### src/rtl/exp5_unidade_controle_jogada.sv
// Play-sequencing control unit for the memory game: waits for a press
// (with timeout), registers and compares it, steps the address counter.
//
// Ports:
//   clock, reset          rising-edge clock, async active-high reset
//   iniciar               start / restart request (level)
//   jogada                any play button held (level)
//   fimC, igual           counter at last address, play matches memory
//   zeraC, contaC         clear / increment address counter
//   zeraR, registraR      clear / load play register
//   pronto                game over (win, loss or timeout)
//   ganhou, perdeu        game won / lost
//   timeout               no play within TIMEOUT cycles
//   db_estado             current state code, F for unused codes
module exp5_unidade_controle_jogada #(
  parameter int TIMEOUT = 5000
) (
  input  logic       clock,
  input  logic       reset,
  input  logic       iniciar,
  input  logic       jogada,
  input  logic       fimC,
  input  logic       igual,
  output logic       zeraC,
  output logic       contaC,
  output logic       zeraR,
  output logic       registraR,
  output logic       pronto,
  output logic       ganhou,
  output logic       perdeu,
  output logic       timeout,
  output logic [3:0] db_estado
);

  localparam int TW = $clog2(TIMEOUT);

  typedef enum logic [3:0] {
    INICIAL     = 4'h0,
    PREPARA     = 4'h1,
    ESPERA      = 4'h2,
    REGISTRA    = 4'h4,
    COMPARA     = 4'h5,
    PROXIMO     = 4'h6,
    FIM_ACERTO  = 4'hA,
    FIM_TIMEOUT = 4'hB,
    FIM_ERRO    = 4'hE
  } estado_t;

  estado_t       state_q, state_d;
  logic [TW-1:0] timer_q, timer_d;
  logic          jogada_q;
  logic          press;
  logic          tmo_hit;

  logic       zeraC_d, contaC_d, zeraR_d, registraR_d;
  logic       pronto_d, ganhou_d, perdeu_d, timeout_d;
  logic [3:0] db_d;

  // Rising edge of the button level: a held button yields one press.
  assign press   = jogada & ~jogada_q;
  assign tmo_hit = (timer_q == TW'(TIMEOUT - 1));

  always_comb begin
    state_d = state_q;
    case (state_q)
      INICIAL:     if (iniciar) state_d = PREPARA;
      PREPARA:     state_d = ESPERA;
      ESPERA: begin
        if (press)        state_d = REGISTRA;
        else if (tmo_hit) state_d = FIM_TIMEOUT;
      end
      REGISTRA:    state_d = COMPARA;
      COMPARA: begin
        if (!igual)    state_d = FIM_ERRO;
        else if (fimC) state_d = FIM_ACERTO;
        else           state_d = PROXIMO;
      end
      PROXIMO:     state_d = ESPERA;
      FIM_ACERTO,
      FIM_TIMEOUT,
      FIM_ERRO:    if (iniciar) state_d = PREPARA;
      default:     state_d = INICIAL;
    endcase
  end

  // Timer runs only while staying in ESPERA; entry always sees zero.
  always_comb begin
    timer_d = '0;
    if (state_q == ESPERA && state_d == ESPERA)
      timer_d = timer_q + TW'(1);
  end

  // Outputs decoded from the next state and registered, so they
  // line up exactly with the state register.
  always_comb begin
    zeraC_d     = 1'b0;
    contaC_d    = 1'b0;
    zeraR_d     = 1'b0;
    registraR_d = 1'b0;
    pronto_d    = 1'b0;
    ganhou_d    = 1'b0;
    perdeu_d    = 1'b0;
    timeout_d   = 1'b0;
    db_d        = 4'hF;
    case (state_d)
      INICIAL, PREPARA: begin
        zeraC_d = 1'b1;
        zeraR_d = 1'b1;
        db_d    = state_d;
      end
      ESPERA:   db_d = state_d;
      REGISTRA: begin
        registraR_d = 1'b1;
        db_d        = state_d;
      end
      COMPARA:  db_d = state_d;
      PROXIMO: begin
        contaC_d = 1'b1;
        db_d     = state_d;
      end
      FIM_ACERTO: begin
        pronto_d = 1'b1;
        ganhou_d = 1'b1;
        db_d     = state_d;
      end
      FIM_TIMEOUT: begin
        pronto_d  = 1'b1;
        timeout_d = 1'b1;
        db_d      = state_d;
      end
      FIM_ERRO: begin
        pronto_d = 1'b1;
        perdeu_d = 1'b1;
        db_d     = state_d;
      end
      default: db_d = 4'hF;
    endcase
  end

  always_ff @(posedge clock or posedge reset) begin
    if (reset) begin
      state_q   <= INICIAL;
      timer_q   <= '0;
      jogada_q  <= 1'b0;
      zeraC     <= 1'b1;
      contaC    <= 1'b0;
      zeraR     <= 1'b1;
      registraR <= 1'b0;
      pronto    <= 1'b0;
      ganhou    <= 1'b0;
      perdeu    <= 1'b0;
      timeout   <= 1'b0;
      db_estado <= 4'h0;
    end else begin
      state_q   <= state_d;
      timer_q   <= timer_d;
      jogada_q  <= jogada;
      zeraC     <= zeraC_d;
      contaC    <= contaC_d;
      zeraR     <= zeraR_d;
      registraR <= registraR_d;
      pronto    <= pronto_d;
      ganhou    <= ganhou_d;
      perdeu    <= perdeu_d;
      timeout   <= timeout_d;
      db_estado <= db_d;
    end
  end

endmodule

### config.mk
export PLATFORM = sky130hd
export DESIGN_NAME = exp5_unidade_controle_jogada
export DESIGN_NICKNAME = d
export VERILOG_FILES = /design/src/rtl/exp5_unidade_controle_jogada.sv
export SDC_FILE = /design/constraint.sdc
export NUM_CORES = 1
export LEC_CHECK = 0
export BUFFER_PORTS_ARGS = -buffer_cell sky130_fd_sc_hd__clkbuf_2
export CAP_MARGIN = 20
export CORE_MARGIN = 2
export CORE_UTILIZATION = 59
export DETAILED_ROUTE_END_ITERATION = 10
export GPL_TIMING_DRIVEN = 0
export PLACE_DENSITY = 0.92
export SKIP_LAST_GASP = 1
export SLEW_MARGIN = 0
export SYNTH_ARGS = -nofsm -noshare
export SYNTH_HDL_FRONTEND = slang
export SYNTH_SLANG_ARGS = --single-unit
### constraint.sdc
create_clock -name clock -period 3.4 [get_ports clock]
set_clock_uncertainty 0.15 [all_clocks]
set_input_delay 0.34 -clock clock [delete_from_list [all_inputs] [get_ports clock]]
set_output_delay 0.34 -clock clock [all_outputs]
set_load 0.005 [all_outputs]
==> metrics.txt <==
# TYPE chip_impl_metric gauge
chip_impl_metric{name="route.vias.total",unit=""} 979
chip_impl_metric{name="die_w",unit="um"} 50.7
chip_impl_metric{name="grt_antenna_before_repair",unit=""} 0
chip_impl_info{name="grt_setup_unrepaired",value="false"} 1
chip_impl_metric{name="fin_worst_hold_slack",unit="ns"} 0.244
chip_impl_metric{name="p_sw_share",unit="%"} 32.1
chip_impl_metric{name="final.min_clock_period",unit="ns"} 2.16
chip_impl_metric{name="num_io_pins",unit=""} 18
chip_impl_metric{name="maximum_number_of_pins_on_one_net_before_global_route_repair",unit=""} 30
chip_impl_metric{name="synth_top_area_share",unit="%"} 54.4
chip_impl_metric{name="clock_insertion_delay_worst_skew",unit="ns"} 0.31
chip_impl_metric{name="io_buffer_count",unit=""} 17
chip_impl_info{name="cp_slowest_cell",value="sky130_fd_sc_hd__or4_4"} 1
chip_impl_metric{name="internal-power",unit="uW"} 629
chip_impl_info{name="layout.cells.most_common_list",value="sky130_fd_sc_hd__dfrtp_1 (28), sky130_fd_sc_hd__clkbuf_2 (17), sky130_fd_sc_hd__nor2_1 (16), sky130_fd_sc_hd__nand2_1 (12), sky130_fd_sc_hd__xor2_1 (10)"} 1
chip_impl_metric{name="die-height",unit="um"} 50.7
chip_impl_metric{name="design.core.area",unit="mm2"} 0.00200
chip_impl_metric{name="cap_violations",unit=""} 0
chip_impl_metric{name="grt-ovfl-total",unit=""} 0
chip_impl_metric{name="crit_arrival",unit="ns"} 2.20
chip_impl_metric{name="synth-edff-count",unit=""} 0
chip_impl_metric{name="p_sw",unit="uW"} 298
chip_impl_metric{name="antenna_violating_nets_post_route",unit=""} 0
chip_impl_metric{name="dp_hpwl",unit="um"} 1580
chip_impl_metric{name="std_cell_rows",unit=""} 16
chip_impl_metric{name="yosysSeqAreaShare",unit="%"} 56.4
chip_impl_metric{name="worstMarginPinSlew",unit="ns"} 0.553
chip_impl_metric{name="layout.area.seq",unit="um2"} 727
chip_impl_metric{name="leakage_power_summed_over_all_cells",unit="uW"} 0.000717
chip_impl_metric{name="dieArea",unit="mm2"} 0.00257
chip_impl_metric{name="async_flop_share",unit="%"} 100
chip_impl_info{name="cts_root_buf",value="sky130_fd_sc_hd__clkbuf_4"} 1
chip_impl_info{name="critPathLaunchType",value="flop"} 1
chip_impl_metric{name="register_clock_pin_slew_on_the_reported_worst_setup_and_hold_paths",unit="ns"} 0.08
chip_impl_metric{name="mappedNetlistNets",unit=""} 127
chip_impl_metric{name="hold_viol_final",unit=""} 0
chip_impl_metric{name="globalplace.congestion",unit=""} 0.832
chip_impl_info{name="run_status",value="finished clean"} 1
chip_impl_info{name="layout.cells.most_common",value="sky130_fd_sc_hd__dfrtp_1"} 1
chip_impl_metric{name="htree_levels",unit=""} 2
chip_impl_metric{name="slew_headroom",unit="%"} 63.1
chip_impl_metric{name="avgViaCountPerCell",unit=""} 5.59
chip_impl_info{name="worstSetupPathType",value="reg -> reg"} 1
chip_impl_metric{name="peakVddDrop",unit="mV"} 0.406
chip_impl_metric{name="netlist_area",unit="mm2"} 0.00129
chip_impl_metric{name="area_delta_synth_final",unit="%"} 16.5
chip_impl_metric{name="remaining_drc_errors",unit=""} 0
chip_impl_metric{name="vias_in_the_first_global_route",unit=""} 915
chip_impl_metric{name="powerDensity",unit="mW/mm2"} 618
chip_impl_metric{name="iteration_0_drc_count_of_the_detailed_router",unit=""} 29
chip_impl_metric{name="drive_above_1_share",unit="%"} 20.9
chip_impl_info{name="synth_area_leaders",value="sky130_fd_sc_hd__dfrtp_1 (54%), sky130_fd_sc_hd__xor2_1 (6.8%), sky130_fd_sc_hd__nor2_1 (4.7%), sky130_fd_sc_hd__nand2_1 (3.5%), sky130_fd_sc_hd__and3_1 (2.4%)"} 1
chip_impl_metric{name="n_antenna_cell",unit=""} 0
chip_impl_info{name="cts_tree",value="done"} 1
chip_impl_metric{name="clock_power_share",unit="%"} 22.3
chip_impl_metric{name="yosys_register_bits",unit=""} 29
chip_impl_metric{name="power.sequential.fraction",unit="%"} 48.7
chip_impl_metric{name="grt_use_total",unit="%"} 21.4
chip_impl_info{name="synth_flop_cell",value="sky130_fd_sc_hd__dfrtp_1"} 1
chip_impl_metric{name="fin_nets",unit=""} 154
chip_impl_metric{name="yosys.cell_types.count",unit=""} 33
chip_impl_info{name="synth.largest_area_cell",value="sky130_fd_sc_hd__dfrtp_1"} 1
chip_impl_metric{name="drt_wl_total",unit="um"} 2240
chip_impl_metric{name="grt_pass1_wl",unit="um"} 3960
chip_impl_info{name="worstPathCellList",value="or4b_1 > or4_4 > o21ai_2 > and4b_1"} 1
chip_impl_metric{name="share_comb_of_total_power",unit="%"} 29.0
chip_impl_metric{name="post_drt_wl_per_cell",unit="um"} 12.8
chip_impl_metric{name="tritoncts.num_buffers",unit=""} 5
chip_impl_metric{name="cts_buffer_depth",unit=""} 2
chip_impl_info{name="timing.hold.worst.class",value="in -> reg"} 1
chip_impl_metric{name="tns",unit="ns"} 0
chip_impl_metric{name="post_synth_inst_count",unit=""} 120
chip_impl_metric{name="count_of_final_setup_violators",unit=""} 0
chip_impl_metric{name="timing.final.max_slew_violations",unit=""} 0
chip_impl_metric{name="worst-endpoint-required",unit="ns"} 3.44
chip_impl_metric{name="timing.critical_path.slowest_cell_delay",unit="ns"} 0.57
chip_impl_metric{name="clock_sinks",unit=""} 29
chip_impl_metric{name="multi_input_area",unit="um2"} 532
chip_impl_metric{name="layout_worst_path_cycle_share",unit="%"} 63.6
chip_impl_metric{name="critPathMaxFanout",unit=""} 6
chip_impl_metric{name="fillerInstances",unit=""} 148
chip_impl_metric{name="syn_avg_cell_area",unit="um2"} 10.7
chip_impl_metric{name="clock.fmax",unit="MHz"} 463
chip_impl_info{name="end_kind",value="flop"} 1
chip_impl_metric{name="yosysWarningCount",unit=""} 0
chip_impl_metric{name="start_util",unit="%"} 64.4
chip_impl_metric{name="first_pass_iters",unit=""} 4
per-stage QoR:
| stage | setup slack, ns | power, uW | cell area, um2 | utilization [%] | instances |
|---|---|---|---|---|---|
| 3_5_place_dp | 1.26 | 721 | 1410 | 70.3 | 164 |
| 4_1_cts | 1.23 | 930 | 1480 | 73.8 | 173 |
| 5_1_grt | 1.15 | 999 | 1500 | 75.0 | 175 |
| 2_1_floorplan | 1.37 | 631 | 1290 | - | 120 |
| 6_report | 1.24 | 927 | 1500 | 75.0 | 175 |
| 3_3_place_gp | 1.30 | 708 | 1410 | 70.3 | 164 |
what timing repair did:
| item | CTS | global route |
|---|---|---|
| hold buffers | 1 | 1 |
| setup buffers | 0 | 0 |
| hold endpoints to repair | 1 | 13 |
| resized for setup | 0 | 0 |
Yosys cell counts, types with 2 or more instances:
cell	n
sky130_fd_sc_hd__clkbuf_1	3
sky130_fd_sc_hd__xor2_1	10
sky130_fd_sc_hd__o21ai_0	5
sky130_fd_sc_hd__buf_4	2
sky130_fd_sc_hd__nand3_1	6
sky130_fd_sc_hd__nand2_1	12
sky130_fd_sc_hd__nand2b_1	3
sky130_fd_sc_hd__nor2b_1	2
sky130_fd_sc_hd__nor2_1	16
sky130_fd_sc_hd__a221o_1	2
sky130_fd_sc_hd__dfrtp_1	28
sky130_fd_sc_hd__nand4_1	4
sky130_fd_sc_hd__and3_1	5
sky130_fd_sc_hd__or4b_1	3
power by group through the flow:
stage,combinational (uW),clock (uW),sequential (uW)
2_1_floorplan,176,0,455
3_3_place_gp,255,0,453
3_5_place_dp,265,0,456
4_1_cts,267,212,451
5_1_grt,299,238,462
6_report,269,207,451
worst paths after layout:
check	startpoint	to	slack, ns	cells after the start
worst max-delay path	timer_q[3]	contaC	1.24	4
worst min-delay path	fimC	db_estado[2]	0.24	3
worst max register to register	timer_q[3]	contaC	1.24	4
worst min register to register	timer_q[0]	timer_q[0]	0.38	1
max in group asynchronous	reset	pronto	2.15	4
min in group asynchronous	reset	state_q[3]	0.45	3
logic make-up after synthesis:
kind of cell               Yosys count  share of synthesized area [%]
AOI/OAI and AO/OA                   14                           7.86
xor gates and xnor gates            11                           7.48
adders and majority gates            1                          0.971
buffers and inverters                6                           2.33
DFF                                 29                           56.4
and+or+nand+nor                     59                           25.0
metal layers:
metal	vias up	global-route usage [%]	wire length [um]
li1	475	-	-
met1	458	28.6	1020
met2	44	32.2	1050
met3	2	6.85	156
met4	0	9.01	10
met5	-	0	0
state kept, by name (all words and copies together) (netlist names):
signal     count
timer_q       13
db_estado      4
state_q        4
contaC         1
ganhou         1
jogada_q       1
perdeu         1
pronto         1
registraR      1
timeout        1
zeraR          1
area by class of cell:
class,count,area share [%]
buffer,5,1.75
sequential,29,48.4
timing repair buffer,20,8.00
tap,27,2.25
clock buffer,8,3.92
multi-input combinational,85,35.4
inverter,1,0.250
worst max-delay path, delay by kind of cell, from the launching register on:
family,cells,cell delay [ns]
and+or+nand+nor,3,1.31
DFF,1,0.43
AOI/OAI and AO/OA,1,0.16
(Power assumes the default switching activity.)
